$ cat src/rtl/wb_pkg.sv
// Shared definitions for the write-back/commit stage.
// Opcode values and FSM state encoding.
package wb_pkg;

  localparam logic [4:0] OP_NOP   = 5'b00000;
  localparam logic [4:0] OP_MUL   = 5'b00011;
  localparam logic [4:0] OP_STORE = 5'b01100;
  localparam logic [4:0] OP_JMP   = 5'b01101;
  localparam logic [4:0] OP_BEQZ  = 5'b01110;
  localparam logic [4:0] OP_BCAR  = 5'b10110;
  localparam logic [4:0] OP_BAUX  = 5'b10111;
  localparam logic [4:0] OP_BPAR  = 5'b11000;
  localparam logic [4:0] OP_HALT  = 5'b11111;

  typedef enum logic [1:0] {
    ST_IDLE   = 2'd0,
    ST_MUL_HI = 2'd1,
    ST_HALT   = 2'd2
  } wb_state_t;

endpackage

$ cat src/rtl/wb_decode.sv
// Opcode class decoder for the write-back stage.
// Purely combinational: opcode, am and flags to write classes.
module wb_decode
  import wb_pkg::*;
(
  input  logic [4:0] opcode,
  input  logic       am,
  input  logic       zero_flag,
  input  logic       carry_flag,
  input  logic       auxiliary_flag,
  input  logic       parity_flag,
  output logic       is_mul,
  output logic       wr_rf,
  output logic       wr_mem,
  output logic       br_taken,
  output logic       is_halt
);

  always_comb begin
    is_mul   = 1'b0;
    wr_rf    = 1'b0;
    wr_mem   = 1'b0;
    br_taken = 1'b0;
    is_halt  = 1'b0;
    unique case (1'b1)
      (opcode == OP_NOP): ;
      (opcode == OP_MUL): begin
        is_mul = 1'b1;
        wr_rf  = !am;
        wr_mem = am;
      end
      (opcode == OP_STORE): wr_mem = 1'b1;
      (opcode == OP_JMP):   br_taken = 1'b1;
      (opcode == OP_BEQZ):  br_taken = zero_flag;
      (opcode == OP_BCAR):  br_taken = carry_flag;
      (opcode == OP_BAUX):  br_taken = auxiliary_flag;
      (opcode == OP_BPAR):  br_taken = parity_flag;
      (opcode == OP_HALT):  is_halt = 1'b1;
      default: begin
        wr_rf  = !am;
        wr_mem = am;
      end
    endcase
  end

endmodule

$ cat src/rtl/write_back_unit.sv
// Write-back/commit stage: registered rf/mem/pc strobes,
// two-cycle MUL write-back, branch flush and sticky halt.
module write_back_unit
  import wb_pkg::*;
#(
  parameter  int DATA_W    = 8,
  parameter  int NREGS     = 8,
  parameter  int MEM_DEPTH = 16,
  parameter  int PC_W      = 6,
  localparam int RA_W      = $clog2(NREGS),
  localparam int MA_W      = $clog2(MEM_DEPTH)
) (
  input  logic                clk,
  input  logic                rst,
  input  logic                in_valid,
  output logic                in_ready,
  input  logic [4:0]          opcode,
  input  logic                am,
  input  logic [RA_W-1:0]     rd,
  input  logic [MA_W-1:0]     mem_addr,
  input  logic [PC_W-1:0]     target_addr,
  input  logic [2*DATA_W-1:0] alu_out,
  input  logic                zero_flag,
  input  logic                carry_flag,
  input  logic                auxiliary_flag,
  input  logic                parity_flag,
  output logic                rf_we,
  output logic [RA_W-1:0]     rf_waddr,
  output logic [DATA_W-1:0]   rf_wdata,
  output logic                mem_we,
  output logic [MA_W-1:0]     mem_waddr,
  output logic [DATA_W-1:0]   mem_wdata,
  output logic                pc_load,
  output logic [PC_W-1:0]     pc_target,
  output logic                flush,
  output logic                halted
);

  wb_state_t state, state_n;

  logic is_mul, wr_rf, wr_mem, br_taken, is_halt;
  logic accept;

  logic [DATA_W-1:0] hi_word;
  logic              hi_am;
  logic [RA_W-1:0]   hi_rd;
  logic [MA_W-1:0]   hi_ma;

  wb_decode u_dec (
    .opcode         (opcode),
    .am             (am),
    .zero_flag      (zero_flag),
    .carry_flag     (carry_flag),
    .auxiliary_flag (auxiliary_flag),
    .parity_flag    (parity_flag),
    .is_mul         (is_mul),
    .wr_rf          (wr_rf),
    .wr_mem         (wr_mem),
    .br_taken       (br_taken),
    .is_halt        (is_halt)
  );

  assign in_ready = (state == ST_IDLE);
  assign halted   = (state == ST_HALT);
  assign accept   = in_valid && in_ready;

  always_ff @(posedge clk) begin
    if (rst) state <= ST_IDLE;
    else     state <= state_n;
  end

  always_comb begin
    state_n = state;
    unique case (state)
      ST_IDLE: begin
        if (accept && is_halt)     state_n = ST_HALT;
        else if (accept && is_mul) state_n = ST_MUL_HI;
      end
      ST_MUL_HI: state_n = ST_IDLE;
      ST_HALT:   state_n = ST_HALT;
      default:   state_n = ST_IDLE;
    endcase
  end

  always_ff @(posedge clk) begin
    if (rst) begin
      rf_we     <= 1'b0;
      rf_waddr  <= '0;
      rf_wdata  <= '0;
      mem_we    <= 1'b0;
      mem_waddr <= '0;
      mem_wdata <= '0;
      pc_load   <= 1'b0;
      pc_target <= '0;
      flush     <= 1'b0;
      hi_word   <= '0;
      hi_am     <= 1'b0;
      hi_rd     <= '0;
      hi_ma     <= '0;
    end else begin
      rf_we   <= 1'b0;
      mem_we  <= 1'b0;
      pc_load <= 1'b0;
      flush   <= 1'b0;
      if (state == ST_MUL_HI) begin
        if (hi_am) begin
          mem_we    <= 1'b1;
          mem_waddr <= hi_ma;
          mem_wdata <= hi_word;
        end else begin
          rf_we    <= 1'b1;
          rf_waddr <= hi_rd;
          rf_wdata <= hi_word;
        end
      end else if (accept) begin
        if (wr_rf) begin
          rf_we    <= 1'b1;
          rf_waddr <= rd;
          rf_wdata <= alu_out[DATA_W-1:0];
        end
        if (wr_mem) begin
          mem_we    <= 1'b1;
          mem_waddr <= mem_addr;
          mem_wdata <= alu_out[DATA_W-1:0];
        end
        if (br_taken) begin
          pc_load   <= 1'b1;
          flush     <= 1'b1;
          pc_target <= target_addr;
        end
        // address+1 wraps by plain width overflow
        if (is_mul) begin
          hi_word <= alu_out[2*DATA_W-1:DATA_W];
          hi_am   <= am;
          hi_rd   <= rd + RA_W'(1);
          hi_ma   <= mem_addr + MA_W'(1);
        end
      end
    end
  end

endmodule

$ cat config.mk
export PLATFORM = sky130hd
export DESIGN_NAME = write_back_unit
export DESIGN_NICKNAME = d
export VERILOG_FILES = /design/src/rtl/wb_pkg.sv /design/src/rtl/wb_decode.sv /design/src/rtl/write_back_unit.sv
export SDC_FILE = /design/constraint.sdc
export NUM_CORES = 1
export LEC_CHECK = 0
export ABC_AREA = 1
export CAP_MARGIN = 20
export CORE_ASPECT_RATIO = 0.9
export CORE_MARGIN = 2
export CORE_UTILIZATION = 35
export DETAILED_ROUTE_END_ITERATION = 10
export GPL_TIMING_DRIVEN = 0
export MAX_ROUTING_LAYER = met4
export SLEW_MARGIN = 10
export SYNTH_ARGS = -nofsm -noshare
export SYNTH_HDL_FRONTEND = slang
export SYNTH_SLANG_ARGS = --single-unit
$ cat constraint.sdc
create_clock -name clk -period 3.51 [get_ports clk]
set_input_delay 0.351 -clock clk [delete_from_list [all_inputs] [get_ports clk]]
set_output_delay 0.351 -clock clk [all_outputs]
set_load 0.02 [all_outputs]
==> flow_summary.rst <==
.. list-table::
   :header-rows: 1

   * - Metric
     - Value
   * - H-Tree Level Count
     - 2
   * - Post-detailed-placement half-perimeter wirelength
     - approximately 4400 um
   * - Routed via count
     - between 2000 and 2500
   * - Kind of start point of the critical path
     - register
   * - Mux cell area share after synthesis
     - 2.29%
   * - Vias per inst
     - 4.42
   * - Post-synthesis compound-gate area fraction
     - 12.6%
   * - Synthesized-area fraction occupied by xor and xnor cells
     - 1.17%
   * - Average routed wire per standard cell
     - 11.9 um
   * - CTS Hold Buffers Added
     - 0
   * - I/O pin count
     - 77
   * - Critical path class
     - register to output port
   * - Post-Synthesis Mean Instance Area
     - 7.14 um^2
   * - Via count of the first global-routing pass
     - 2109
   * - Synth Area in Adders
     - 1.12%
   * - Share of layout cells above drive strength 1
     - 7.29%
   * - Die Span X
     - 88.4 um
   * - CP max-delay cell
     - sky130_fd_sc_hd__clkdlybuf4s50_1
   * - Distinct cell type count after synthesis
     - 31
   * - Net Switching
     - 326 uW
   * - Effective utilization at floorplan
     - 36.5%
   * - Final cell count without fillers
     - slightly below 500
   * - Overall die height
     - 79.9 um
   * - Worst-Margin Slew
     - ~0.61 ns
   * - Hold Fails Final Rpt
     - 0
   * - Placer's final routability congestion estimate
     - 0.883
   * - Remaining DRCs
     - 0
   * - Final Critical Period
     - 1.87 ns
   * - Sequential cell area fraction in the yosys report
     - 44.6%
   * - Count of final setup violators
     - 0
   * - Post-Synthesis Cells
     - ~310
   * - Pins over their slew limit
     - 0
   * - Pin count of the biggest net entering global routing
     - 15
   * - Number of clock sinks
     - 50
   * - Area share of the largest cell type after synthesis
     - 44.6%
   * - Final Core Density
     - a little over half
   * - Dominant cell by count in the synthesized netlist
     - sky130_fd_sc_hd__nor2_1
   * - Power density relative to cell area
     - 393 nW/um^2
   * - Most numerous cell types in the synthesized netlist
     - sky130_fd_sc_hd__nor2_1, sky130_fd_sc_hd__dfxtp_1, sky130_fd_sc_hd__nand2_1, sky130_fd_sc_hd__o21ai_0, sky130_fd_sc_hd__inv_1
   * - Part of the power in the clock network
     - 31.4%
   * - Clock Latency Late Sink
     - 0.30 ns
   * - Async SR Flop Fraction
     - 0%
   * - Iter 0 DRT Violations
     - 53
   * - Number of flops mapped to enable cells by yosys
     - 0
   * - Total chip power
     - 1260 uW
   * - Clock-pin slew on the worst setup and hold paths
     - 0.08 ns
   * - Delay of the slowest cell on the worst path
     - 0.63 ns
   * - Maximum vdd drop
     - 0.000214 V
   * - CTS Buf Count
     - 5
   * - Post-cts repair resize count
     - 0
   * - Sequential Power Share
     - 48.3%
   * - Buffer depth of the longest clock path
     - 2
   * - Total nets after synthesis
     - 358
   * - CTS Root Cell
     - sky130_fd_sc_hd__clkbuf_8
   * - CP Cell Sequence
     - inv_1 > nor2_1 > clkdlybuf4s50_1
   * - Global-route wire length before repair
     - 9730 um
   * - Most used flip-flop cell after synthesis
     - sky130_fd_sc_hd__dfxtp_1
   * - Crit-path leading delay family
     - buffers and inverters
   * - Area of the mapped netlist
     - ~2200 um^2
   * - Required time worst endpoint
     - ~3.2 ns
   * - Main combinational cell family by area after synthesis
     - simple AND/OR/NAND/NOR gates
   * - Highest clock rate
     - between 500 and 600 MHz
   * - Filler cells
     - 635
   * - Cell total after placement
     - 477
   * - Antenna diode instance count
     - 0
   * - Number of nets in the layout
     - 441
   * - Area enclosed by the die boundary
     - 7060 um^2
   * - Maximum fanout along the worst path
     - 6
   * - Synthesis-stage register bit count
     - 50
   * - Max transition margin
     - around three fifths
   * - RSZ-0062 raised after global routing
     - false
   * - Total number of placement rows
     - 27
   * - Worst EP arrival
     - 1.52 ns
   * - Type of element capturing the critical path
     - output port
   * - Internal power contribution
     - between 900 and 1000 uW
   * - Final Instance Area
     - about 3200 um^2
   * - Overall global routing resource usage
     - approximately 18%
   * - Bufs and invs on worst path
     - 2
   * - Setup total negative slack
     - 0 ns
   * - Number of I/O port buffers
     - 76
   * - Area share of and/or/nand/nor cells after synthesis
     - 29.7%
   * - Leftover overflow at the end of global routing
     - 0
   * - CTS tree
     - yes
   * - Core Box Area
     - 6150 um^2
   * - Portion of total power attributed to combinational logic
     - between 20% and 30%
   * - Total number of yosys warnings
     - 0
   * - Leading cell types by total area after synthesis
     - sky130_fd_sc_hd__dfxtp_1, sky130_fd_sc_hd__nor2_1, sky130_fd_sc_hd__nand2_1, sky130_fd_sc_hd__o21ai_0, sky130_fd_sc_hd__inv_1
   * - Initial antenna violation count
     - 0
   * - Number of max-capacitance violations reported
     - 0
   * - Final Routed Wirelength
     - 5780 um
   * - Count of nets left with antenna violations after detail routing
     - 0
   * - Worst hold path type
     - register to register
   * - Drt first pass iters
     - 4
   * - Final worst clock skew
     - 0.00562 ns
   * - Area after DPL
     - 3110 um^2
   * - Run status
     - completed
   * - Leak
     - about 0.0014 uW
   * - Switching part of the total power
     - 25.8%
   * - Post CTS Setup Buffer Count
     - 0
   * - Final clock period utilization by the worst path
     - 53.2%
   * - Signed area change from the synthesized netlist to the final layout
     - 43.5%
   * - Yosys top cell by area
     - sky130_fd_sc_hd__dfxtp_1
[worst register-to-register path, cell delays in order, from the launching register on]
cell and delay, ns:
sky130_fd_sc_hd__dfxtp_1 0.34, sky130_fd_sc_hd__inv_1 0.12, sky130_fd_sc_hd__nand2_1 0.19, sky130_fd_sc_hd__buf_1 0.51, sky130_fd_sc_hd__mux2i_1 0.26, sky130_fd_sc_hd__nand2_1 0.07
sky130_fd_sc_hd__nand2_1 0.06, sky130_fd_sc_hd__nor2_1 0.04
[placed cells by master, fill, tap and decap left out, types with 4 or more instances in the layout]
| master | count |
|---|---|
| sky130_fd_sc_hd__nor2_1 | 79 |
| sky130_fd_sc_hd__clkdlybuf4s50_1 | 76 |
| sky130_fd_sc_hd__dfxtp_1 | 50 |
| sky130_fd_sc_hd__nand2_1 | 48 |
| sky130_fd_sc_hd__o21ai_0 | 30 |
| sky130_fd_sc_hd__inv_1 | 26 |
| sky130_fd_sc_hd__nand3_1 | 12 |
| sky130_fd_sc_hd__a21oi_1 | 12 |
| sky130_fd_sc_hd__clkbuf_1 | 5 |
| sky130_fd_sc_hd__o21a_1 | 5 |
| sky130_fd_sc_hd__clkbuf_8 | 5 |
| sky130_fd_sc_hd__nand4_1 | 4 |
| sky130_fd_sc_hd__nor2_2 | 4 |
| sky130_fd_sc_hd__o21ai_1 | 4 |
| sky130_fd_sc_hd__mux2i_1 | 4 |
[routing by layer]
metal  wire, um  track usage, %  vias to the layer above
met4         46            3.94                        0
li1           -               -                     1164
met5          0               -                        -
met3        215            3.52                        4
met1       3020            24.4                      928
met2       2490            27.7                       50
[state kept, by name, indices dropped and copies added, names as in the netlist]
register and flops:
hi_word 8, mem_wdata 8, rf_wdata 8, pc_target 6
hi_ma 4, mem_waddr 4, hi_rd 3, rf_waddr 3
state 2, flush 1, hi_am 1, mem_we 1
rf_we 1
[cells by family after synthesis]
logic type | count (synthesis)
adders and majority gates | 2
AOI/OAI and AO/OA | 53
muxes | 5
buffers and inverters | 43
DFF | 50
and+or+nand+nor | 158
xor gates and xnor gates | 3
[power by group through the flow]
| stage | Clock [uW] | Combinational [uW] | Sequential (uW) |
|---|---|---|---|
| 5_1_grt | 427 | 284 | 614 |
| 2_1_floorplan | 0 | 95.6 | 656 |
| 3_5_place_dp | 0 | 258 | 624 |
| 6_report | 397 | 256 | 610 |
| 4_1_cts | 407 | 259 | 611 |
| 3_3_place_gp | 0 | 257 | 623 |
[metrics by stage]
step	worst slack, ns	hold WS, ns
6_report	1.64	0.457
5_1_grt	1.46	0.504
4_1_cts	1.61	0.460
3_5_place_dp	1.34	0.446
3_3_place_gp	1.37	0.437
2_1_floorplan	1.90	0.420
[final timing paths]
| path | depth (start not counted) | slack, ns | endpoint | start |
|---|---|---|---|---|
| setup / recovery | 3 | 1.64 | halted | state[1] |
| hold / removal | 2 | 0.46 | hi_rd[1] | hi_rd[1] |
| setup reg to reg | 7 | 1.83 | mem_waddr[0] | state[1] |
| hold reg to reg | 2 | 0.46 | hi_rd[1] | hi_rd[1] |
[cell type report]
class                   count  area (um^2)  share of cell area [%]
inverters                  29          109                    3.38
flip-flops and latches     50         1000                    31.1
clock buffers               7         76.3                    2.37
repair buffers             76          761                    23.6
well taps                  87          109                    3.38
clock inverters             1         30.0                   0.933
multi-input cells         221         1050                    32.7
plain buffers              14         81.3                    2.53
(Power assumes the default switching activity.)
